**config.mk**
```make
export PLATFORM = sky130hd
export DESIGN_NAME = dmem_arbiter_flat
export DESIGN_NICKNAME = d
export VERILOG_FILES = /design/src/rtl/dmem_arbiter_pkg.sv /design/src/rtl/dmem_arbiter_if.sv /design/src/rtl/dmem_arbiter_starve_counter.sv /design/src/rtl/dmem_arbiter.sv /design/src/flat_wrapper.sv
export SDC_FILE = /design/constraint.sdc
export NUM_CORES = 1
export LEC_CHECK = 0
export BUFFER_PORTS_ARGS = -buffer_cell sky130_fd_sc_hd__buf_2
export CAP_MARGIN = 20
export CORE_AREA = 2 2 116 118
export DETAILED_ROUTE_END_ITERATION = 16
export DIE_AREA = 0 0 118 120
export PLACE_DENSITY_LB_ADDON = 0.25
export SLEW_MARGIN = 25
export SYNTH_ARGS = -nofsm -noshare
export SYNTH_HDL_FRONTEND = slang
export SYNTH_SLANG_ARGS = --single-unit
```
**constraint.sdc**
```tcl
create_clock -name clk -period 2.65 [get_ports clk]
set_input_delay 0.1325 -clock clk [delete_from_list [all_inputs] [get_ports clk]]
set_output_delay 0.1325 -clock clk [all_outputs]
set_load 0.05 [all_outputs]
```
**src/rtl/dmem_arbiter_pkg.sv**
```systemverilog
// Shared definitions for the data-memory arbiter: read-owner encoding and starvation limit.
package mem_arb_pkg;

    localparam int unsigned DEF_MAX_WAIT = 4;

    typedef enum logic [1:0] {
        OWN_NONE = 2'd0,
        OWN_CORE = 2'd1,
        OWN_AUX  = 2'd2
    } owner_e;

    // Counter width able to hold 0..max_val (at least one bit)
    function automatic int unsigned cnt_width(input int unsigned max_val);
        return (max_val < 2) ? 1 : $clog2(max_val + 1);
    endfunction

endpackage

```
**src/rtl/dmem_arbiter_if.sv**
```systemverilog
// Core, aux and single-port memory signals of the data-memory arbiter.
interface dmem_arbiter_if #(
    parameter int unsigned ADDR_W = 32,
    parameter int unsigned DATA_W = 32
) ();

    // Core MEM-stage port
    logic              c_req;
    logic              c_we;
    logic [ADDR_W-1:0] c_addr;
    logic [DATA_W-1:0] c_wdata;
    logic              c_gnt;
    logic              c_rvalid;
    logic              c_busy;
    logic [DATA_W-1:0] c_rdata;

    // Aux (loader/DMA) port
    logic              a_req;
    logic              a_we;
    logic [ADDR_W-1:0] a_addr;
    logic [DATA_W-1:0] a_wdata;
    logic              a_gnt;
    logic              a_rvalid;
    logic [DATA_W-1:0] a_rdata;

    // Single-port memory command and read return
    logic              m_en;
    logic              m_we;
    logic [ADDR_W-1:0] m_addr;
    logic [DATA_W-1:0] m_wdata;
    logic [DATA_W-1:0] m_rdata;

    // Arbiter view
    modport slave (
        input  c_req, c_we, c_addr, c_wdata,
        input  a_req, a_we, a_addr, a_wdata,
        input  m_rdata,
        output c_gnt, c_rvalid, c_busy, c_rdata,
        output a_gnt, a_rvalid, a_rdata,
        output m_en, m_we, m_addr, m_wdata
    );

    // Requesters plus memory view
    modport master (
        output c_req, c_we, c_addr, c_wdata,
        output a_req, a_we, a_addr, a_wdata,
        output m_rdata,
        input  c_gnt, c_rvalid, c_busy, c_rdata,
        input  a_gnt, a_rvalid, a_rdata,
        input  m_en, m_we, m_addr, m_wdata
    );

endinterface

```
**src/rtl/dmem_arbiter_starve_counter.sv**
```systemverilog
// Saturating count of consecutive cycles the aux requester has been refused.
module starve_counter
    import mem_arb_pkg::*;
#(
    parameter  int unsigned MAX_WAIT = DEF_MAX_WAIT,
    localparam int unsigned CNT_W    = cnt_width(MAX_WAIT)
) (
    input  logic             clk,
    input  logic             rst,
    input  logic             i_inc,
    input  logic             i_clr,
    output logic [CNT_W-1:0] o_count,
    output logic             o_at_max
);

    localparam logic [CNT_W-1:0] MAX_CNT = CNT_W'(MAX_WAIT);

    logic [CNT_W-1:0] r_count;

    // Clear wins over increment; hold once the limit is reached
    always_ff @(posedge clk) begin
        if (rst || i_clr) begin
            r_count <= '0;
        end else if (i_inc && (r_count != MAX_CNT)) begin
            r_count <= r_count + CNT_W'(1);
        end
    end

    assign o_count  = r_count;
    assign o_at_max = (r_count == MAX_CNT);

endmodule

```
**src/rtl/dmem_arbiter.sv**
```systemverilog
// Two-requester arbiter for a single-port data memory: core has priority,
// aux is forced through after MAX_WAIT refused cycles.
module dmem_arbiter
    import mem_arb_pkg::*;
#(
    parameter int unsigned ADDR_W   = 32,
    parameter int unsigned DATA_W   = 32,
    parameter int unsigned MAX_WAIT = DEF_MAX_WAIT
) (
    input  logic           clk,
    input  logic           rst,
    dmem_arbiter_if.slave  bus
);

    localparam int unsigned CNT_W = cnt_width(MAX_WAIT);

    logic              w_c_gnt;
    logic              w_a_gnt;
    logic              w_at_max;
    logic              w_inc;
    logic              w_clr;
    logic [CNT_W-1:0]  w_cnt;
    logic              w_m_we;
    logic [ADDR_W-1:0] w_m_addr;
    logic [DATA_W-1:0] w_m_wdata;
    logic              w_c_rvalid;
    logic              w_a_rvalid;
    owner_e            w_owner_nxt;
    owner_e            r_owner;
    logic [DATA_W-1:0] r_c_rdata;
    logic [DATA_W-1:0] r_a_rdata;

    // Grant selection: aux wins when core is idle or aux has hit the wait limit
    always_comb begin
        w_c_gnt = 1'b0;
        w_a_gnt = 1'b0;
        if (!rst) begin
            w_a_gnt = bus.a_req && (!bus.c_req || w_at_max);
            w_c_gnt = bus.c_req && !w_a_gnt;
        end
    end

    assign w_inc = bus.a_req && !w_a_gnt;
    assign w_clr = !bus.a_req || w_a_gnt;

    starve_counter #(
        .MAX_WAIT (MAX_WAIT)
    ) u_starve (
        .clk      (clk),
        .rst      (rst),
        .i_inc    (w_inc),
        .i_clr    (w_clr),
        .o_count  (w_cnt),
        .o_at_max (w_at_max)
    );

    // Memory command mux from the granted requester; zeros when idle
    always_comb begin
        w_m_we    = 1'b0;
        w_m_addr  = '0;
        w_m_wdata = '0;
        if (w_c_gnt) begin
            w_m_we    = bus.c_we;
            w_m_addr  = bus.c_addr;
            w_m_wdata = bus.c_wdata;
        end else if (w_a_gnt) begin
            w_m_we    = bus.a_we;
            w_m_addr  = bus.a_addr;
            w_m_wdata = bus.a_wdata;
        end
    end

    // Remember who issued this cycle's read so the return is routed next cycle
    always_comb begin
        w_owner_nxt = OWN_NONE;
        if (w_c_gnt && !bus.c_we) begin
            w_owner_nxt = OWN_CORE;
        end else if (w_a_gnt && !bus.a_we) begin
            w_owner_nxt = OWN_AUX;
        end
    end

    // Owner register; reset discards a read granted in the reset cycle
    always_ff @(posedge clk) begin
        if (rst) begin
            r_owner <= OWN_NONE;
        end else begin
            r_owner <= w_owner_nxt;
        end
    end

    assign w_c_rvalid = (r_owner == OWN_CORE);
    assign w_a_rvalid = (r_owner == OWN_AUX);

    // Read-data hold registers keep the last returned word per requester
    always_ff @(posedge clk) begin
        if (rst) begin
            r_c_rdata <= '0;
            r_a_rdata <= '0;
        end else begin
            if (w_c_rvalid) begin
                r_c_rdata <= bus.m_rdata;
            end
            if (w_a_rvalid) begin
                r_a_rdata <= bus.m_rdata;
            end
        end
    end

    assign bus.c_gnt    = w_c_gnt;
    assign bus.a_gnt    = w_a_gnt;
    assign bus.c_busy   = bus.c_req && !w_c_gnt;
    assign bus.m_en     = w_c_gnt || w_a_gnt;
    assign bus.m_we     = w_m_we;
    assign bus.m_addr   = w_m_addr;
    assign bus.m_wdata  = w_m_wdata;
    assign bus.c_rvalid = w_c_rvalid;
    assign bus.a_rvalid = w_a_rvalid;
    assign bus.c_rdata  = w_c_rvalid ? bus.m_rdata : r_c_rdata;
    assign bus.a_rdata  = w_a_rvalid ? bus.m_rdata : r_a_rdata;

    // Sanity: grants are exclusive and the wait count never passes its limit
    always_ff @(posedge clk) begin
        if (!rst) begin
            assert (!(w_c_gnt && w_a_gnt));
            assert (w_cnt <= CNT_W'(MAX_WAIT));
        end
    end

endmodule

```
**src/flat_wrapper.sv**
```systemverilog
// flat-port wrapper written by rule: the top's interface ports become plain ports
module dmem_arbiter_flat import mem_arb_pkg::*;
#(
    parameter int unsigned ADDR_W   = 32,
    parameter int unsigned DATA_W   = 32,
    parameter int unsigned MAX_WAIT = DEF_MAX_WAIT
)
  (clk, rst, bus_c_req, bus_c_we, bus_c_addr, bus_c_wdata, bus_a_req, bus_a_we, bus_a_addr, bus_a_wdata, bus_m_rdata, bus_c_gnt, bus_c_rvalid, bus_c_busy, bus_c_rdata, bus_a_gnt, bus_a_rvalid, bus_a_rdata, bus_m_en, bus_m_we, bus_m_addr, bus_m_wdata);
  dmem_arbiter_if #(.ADDR_W(ADDR_W), .DATA_W(DATA_W)) bus_i ();
  input  logic clk;
  input  logic rst;
  input wire logic [$bits(bus_i.c_req)-1:0] bus_c_req;
  input wire logic [$bits(bus_i.c_we)-1:0] bus_c_we;
  input wire logic [$bits(bus_i.c_addr)-1:0] bus_c_addr;
  input wire logic [$bits(bus_i.c_wdata)-1:0] bus_c_wdata;
  input wire logic [$bits(bus_i.a_req)-1:0] bus_a_req;
  input wire logic [$bits(bus_i.a_we)-1:0] bus_a_we;
  input wire logic [$bits(bus_i.a_addr)-1:0] bus_a_addr;
  input wire logic [$bits(bus_i.a_wdata)-1:0] bus_a_wdata;
  input wire logic [$bits(bus_i.m_rdata)-1:0] bus_m_rdata;
  output wire logic [$bits(bus_i.c_gnt)-1:0] bus_c_gnt;
  output wire logic [$bits(bus_i.c_rvalid)-1:0] bus_c_rvalid;
  output wire logic [$bits(bus_i.c_busy)-1:0] bus_c_busy;
  output wire logic [$bits(bus_i.c_rdata)-1:0] bus_c_rdata;
  output wire logic [$bits(bus_i.a_gnt)-1:0] bus_a_gnt;
  output wire logic [$bits(bus_i.a_rvalid)-1:0] bus_a_rvalid;
  output wire logic [$bits(bus_i.a_rdata)-1:0] bus_a_rdata;
  output wire logic [$bits(bus_i.m_en)-1:0] bus_m_en;
  output wire logic [$bits(bus_i.m_we)-1:0] bus_m_we;
  output wire logic [$bits(bus_i.m_addr)-1:0] bus_m_addr;
  output wire logic [$bits(bus_i.m_wdata)-1:0] bus_m_wdata;
  assign bus_i.c_req = bus_c_req;
  assign bus_i.c_we = bus_c_we;
  assign bus_i.c_addr = bus_c_addr;
  assign bus_i.c_wdata = bus_c_wdata;
  assign bus_i.a_req = bus_a_req;
  assign bus_i.a_we = bus_a_we;
  assign bus_i.a_addr = bus_a_addr;
  assign bus_i.a_wdata = bus_a_wdata;
  assign bus_i.m_rdata = bus_m_rdata;
  assign bus_c_gnt = bus_i.c_gnt;
  assign bus_c_rvalid = bus_i.c_rvalid;
  assign bus_c_busy = bus_i.c_busy;
  assign bus_c_rdata = bus_i.c_rdata;
  assign bus_a_gnt = bus_i.a_gnt;
  assign bus_a_rvalid = bus_i.a_rvalid;
  assign bus_a_rdata = bus_i.a_rdata;
  assign bus_m_en = bus_i.m_en;
  assign bus_m_we = bus_i.m_we;
  assign bus_m_addr = bus_i.m_addr;
  assign bus_m_wdata = bus_i.m_wdata;
  dmem_arbiter #(.ADDR_W(ADDR_W), .DATA_W(DATA_W), .MAX_WAIT(MAX_WAIT)) u_core (.clk(clk), .rst(rst), .bus(bus_i));
endmodule
```
==> flow_summary.json <==
{
  "numCtsBuffers": 9,
  "place_area_sq_um": 5070,
  "power_mw": 3.10,
  "period_share": 0.903,
  "grt_pass1_vias": 3478,
  "setup_viol": 0,
  "leakage_nw": 2.94,
  "routed_wl_um": 13200,
  "dr_total_vias": 3595,
  "fin_nets": 771,
  "clk-insertion-delay-late_ps": 320,
  "place_hpwl_um": 10600,
  "drv_cap": 0,
  "cp.arrival_ps": 2260,
  "max_slew_margin": 0.540,
  "drc_errors": 0,
  "wire_per_inst_um": 16.7,
  "grt_setup_unrepaired": "false",
  "die_w_um": 118,
  "cp_max_fo": 49,
  "startpoint_type": "register",
  "worst_r2r_endpoint": "u_core.r_a_rdata[4]",
  "ys_warn_count": 0,
  "final_layout_size_suffix_gt1_frac": 0.613,
  "min_path_cells": 2,
  "cp_top_family": "buffers and inverters",
  "clock_sinks": 69,
  "synth_area_sq_um": 3450,
  "final_period_minus_worst_setup_slack_ps": 2390,
  "rows": 42,
  "syn_inst": 314,
  "viasPerCell": 4.57,
  "synth_top_area_share": 0.401,
  "critical_path_class": "reg2out",
  "avgSynthCellArea_sq_um": 11.0,
  "hp-class": "in2reg",
  "initial_core_util": 0.266,
  "dr.pass1.iters": 4,
  "max_freq_mhz": 418,
  "grt_max_degree": 69,
  "finalMaxSlewViolations": 0,
  "io_buffers": 300,
  "cts_tree": "yes",
  "path_cells": "inv_1, ha_1, a21boi_2, nor2_4, buf_12, a22o_1, buf_2",
  "syn_to_final_growth_pct": 56.1,
  "r2r_start": "u_core.r_owner[0]",
  "hold_start": "bus_a_we",
  "ff2ff_setup_slack_ps": 1000,
  "final.setup_skew_ps": 2.01,
  "track_usage": 0.174,
  "grt_antenna_before_repair": 5,
  "ant_nets": 0,
  "worstMarginPinSlew_ps": 689,
  "gp_congestion": 0.903,
  "drt_iter0_markers": 181,
  "die_area_sq_um": 14200,
  "power.density_nw_per_um2": 577,
  "required_ps": 2520,
  "cts_htree_levels": 3,
  "cts_root_buf": "clkbuf_16",
  "rr_worst_depth": 4,
  "synth_fp_nets": 482,
  "ys_ff_latch": 69,
  "die_h_um": 120,
  "path_buf_inv": 3,
  "end_kind": "primary output",
  "netlist_top_cells_area": "dfxtp_1, a22o_1, mux2_2",
  "grt_pass1_wl_um": 18900,
  "min_to": "u_core.r_owner[1]",
  "synth_cell_types": 19,
  "hold_ws_ps": 35.1,
  "io_pins": 301,
  "cts_setup_buffers": 0,
  "vdd_ir_drop_max_mv": 0.256,
  "fin_area_sq_um": 5380,
  "clk_path_buf_depth": 2,
  "hold_viol": 0,
  "fin_tns_setup_ps": 0,
  "path_clk_slew_ps": 50,
  "seq_area_frac_synth": 0.401,
  "grt_overflow": 0,
  "coreArea_sq_um": 13000,
  "yosys.area.top_type": "dfxtp_1",
  "slowest_stage": "nor2_4",
  "cpPeakStageDelay_ps": 400,
  "status": "finished, final reports clean"
}
[final cells by class]
cell class	count	area, sq um
Clock buffer	12	246
Fill cell	1324	7600
Clock inverter	4	47.5
Multi-Input combinational cell	212	1880
Inverter	4	15.0
Sequential cell	69	1380
Timing Repair Buffer	307	1580
Antenna cell	3	7.51
Tap cell	176	220
[metal layers]
metal	up-vias	track usage	share of wire
li1	1710	-	-
met1	1683	0.192	0.38
met2	173	0.295	0.50
met3	23	0.0813	0.10
met4	6	0.0625	0.019
met5	-	0	0.0029
[worst register-to-register path, stage by stage (launching register included)]
cell and delay (ps):
dfxtp_1 320, nand2b_2 400, buf_4 290, mux2_2 360
nor2b_1 130
[report_power, final]
group | total [mW] | internal [mW] | switching [mW]
combinational | 0.859 | 0.272 | 0.586
sequential | 1.07 | 1.07 | 0.00704
clock | 1.17 | 0.751 | 0.421
total | 3.10 | 2.09 | 1.01
[cells in the final DEF, fill, tap and decap left out, types with 3 or more instances in the layout]
| cell | netlist | layout |
|---|---|---|
| buf_2 | 8 | 300 |
| buf_4 | 5 | 4 |
| a22o_1 | 65 | 65 |
| clkbuf_16 | 0 | 9 |
| diode_2 | 0 | 3 |
| mux2_4 | 8 | 8 |
| mux2_1 | 16 | 16 |
| nor2b_1 | 67 | 66 |
| mux2_2 | 40 | 40 |
| dfxtp_1 | 69 | 69 |
| nor2_1 | 5 | 4 |
| inv_1 | 4 | 4 |
[cells in the mapped netlist]
| master | number |
|---|---|
| mux2_2 | 40 |
| mux2_1 | 16 |
| clkbuf_1 | 8 |
| mux2i_1 | 1 |
| buf_2 | 8 |
| a22o_1 | 65 |
| nor2b_1 | 67 |
| a21boi_2 | 1 |
| buf_6 | 8 |
| ha_1 | 2 |
| nand2b_1 | 2 |
| nor2_1 | 5 |
| nor3_1 | 2 |
| inv_1 | 4 |
| buf_4 | 5 |
| mux2_4 | 8 |
| dfxtp_1 | 69 |
| a311oi_2 | 1 |
| and3_1 | 2 |
[worst max path at each step]
stage | from | endpoint | slack (ps) | cells after the start
5_1_grt | u_core.u_starve.o_count[0] | bus_m_addr[27] | 110 | 7
6_report | u_core.u_starve.o_count[0] | bus_m_wdata[17] | 260 | 7
3_5_place_dp | u_core.u_starve.o_count[0] | bus_m_addr[28] | 620 | 7
2_1_floorplan | u_core.u_starve.o_count[0] | bus_m_wdata[24] | 700 | 5
4_1_cts | u_core.u_starve.o_count[0] | bus_m_addr[28] | 260 | 7
3_3_place_gp | u_core.u_starve.o_count[0] | bus_m_wdata[0] | 710 | 7
[metrics by stage]
stage / std cells / worst slack, ps / util
after floorplan: 314 / 699 / -
after global placement: 767 / 706 / 0.391
after detailed placement: 767 / 616 / 0.391
after CTS: 784 / 255 / 0.414
after global routing: 784 / 107 / 0.414
final: 787 / 257 / 0.415
[cells by family after synthesis]
kind of cell | after synthesis | synth area share
simple gates | 78 | 0.137
flops | 69 | 0.401
compound gates | 67 | 0.173
mux | 65 | 0.221
buf+inv | 33 | 0.0617
fa+ha+maj | 2 | 0.00726
[registers in the layout, indices dropped and copies added, names as in the netlist]
name,count
u_core.u_starve.o_count,3
u_core.r_c_rdata,32
u_core.r_owner,2
u_core.r_a_rdata,32
[repair_timing]
item                       4_1_cts  5_1_grt
resized for setup                0        0
setup endpoints to repair        0        0
hold buffers                     1        0
hold endpoints to repair         1        0
No activity file was read; power rests on OpenSTA's default activity.
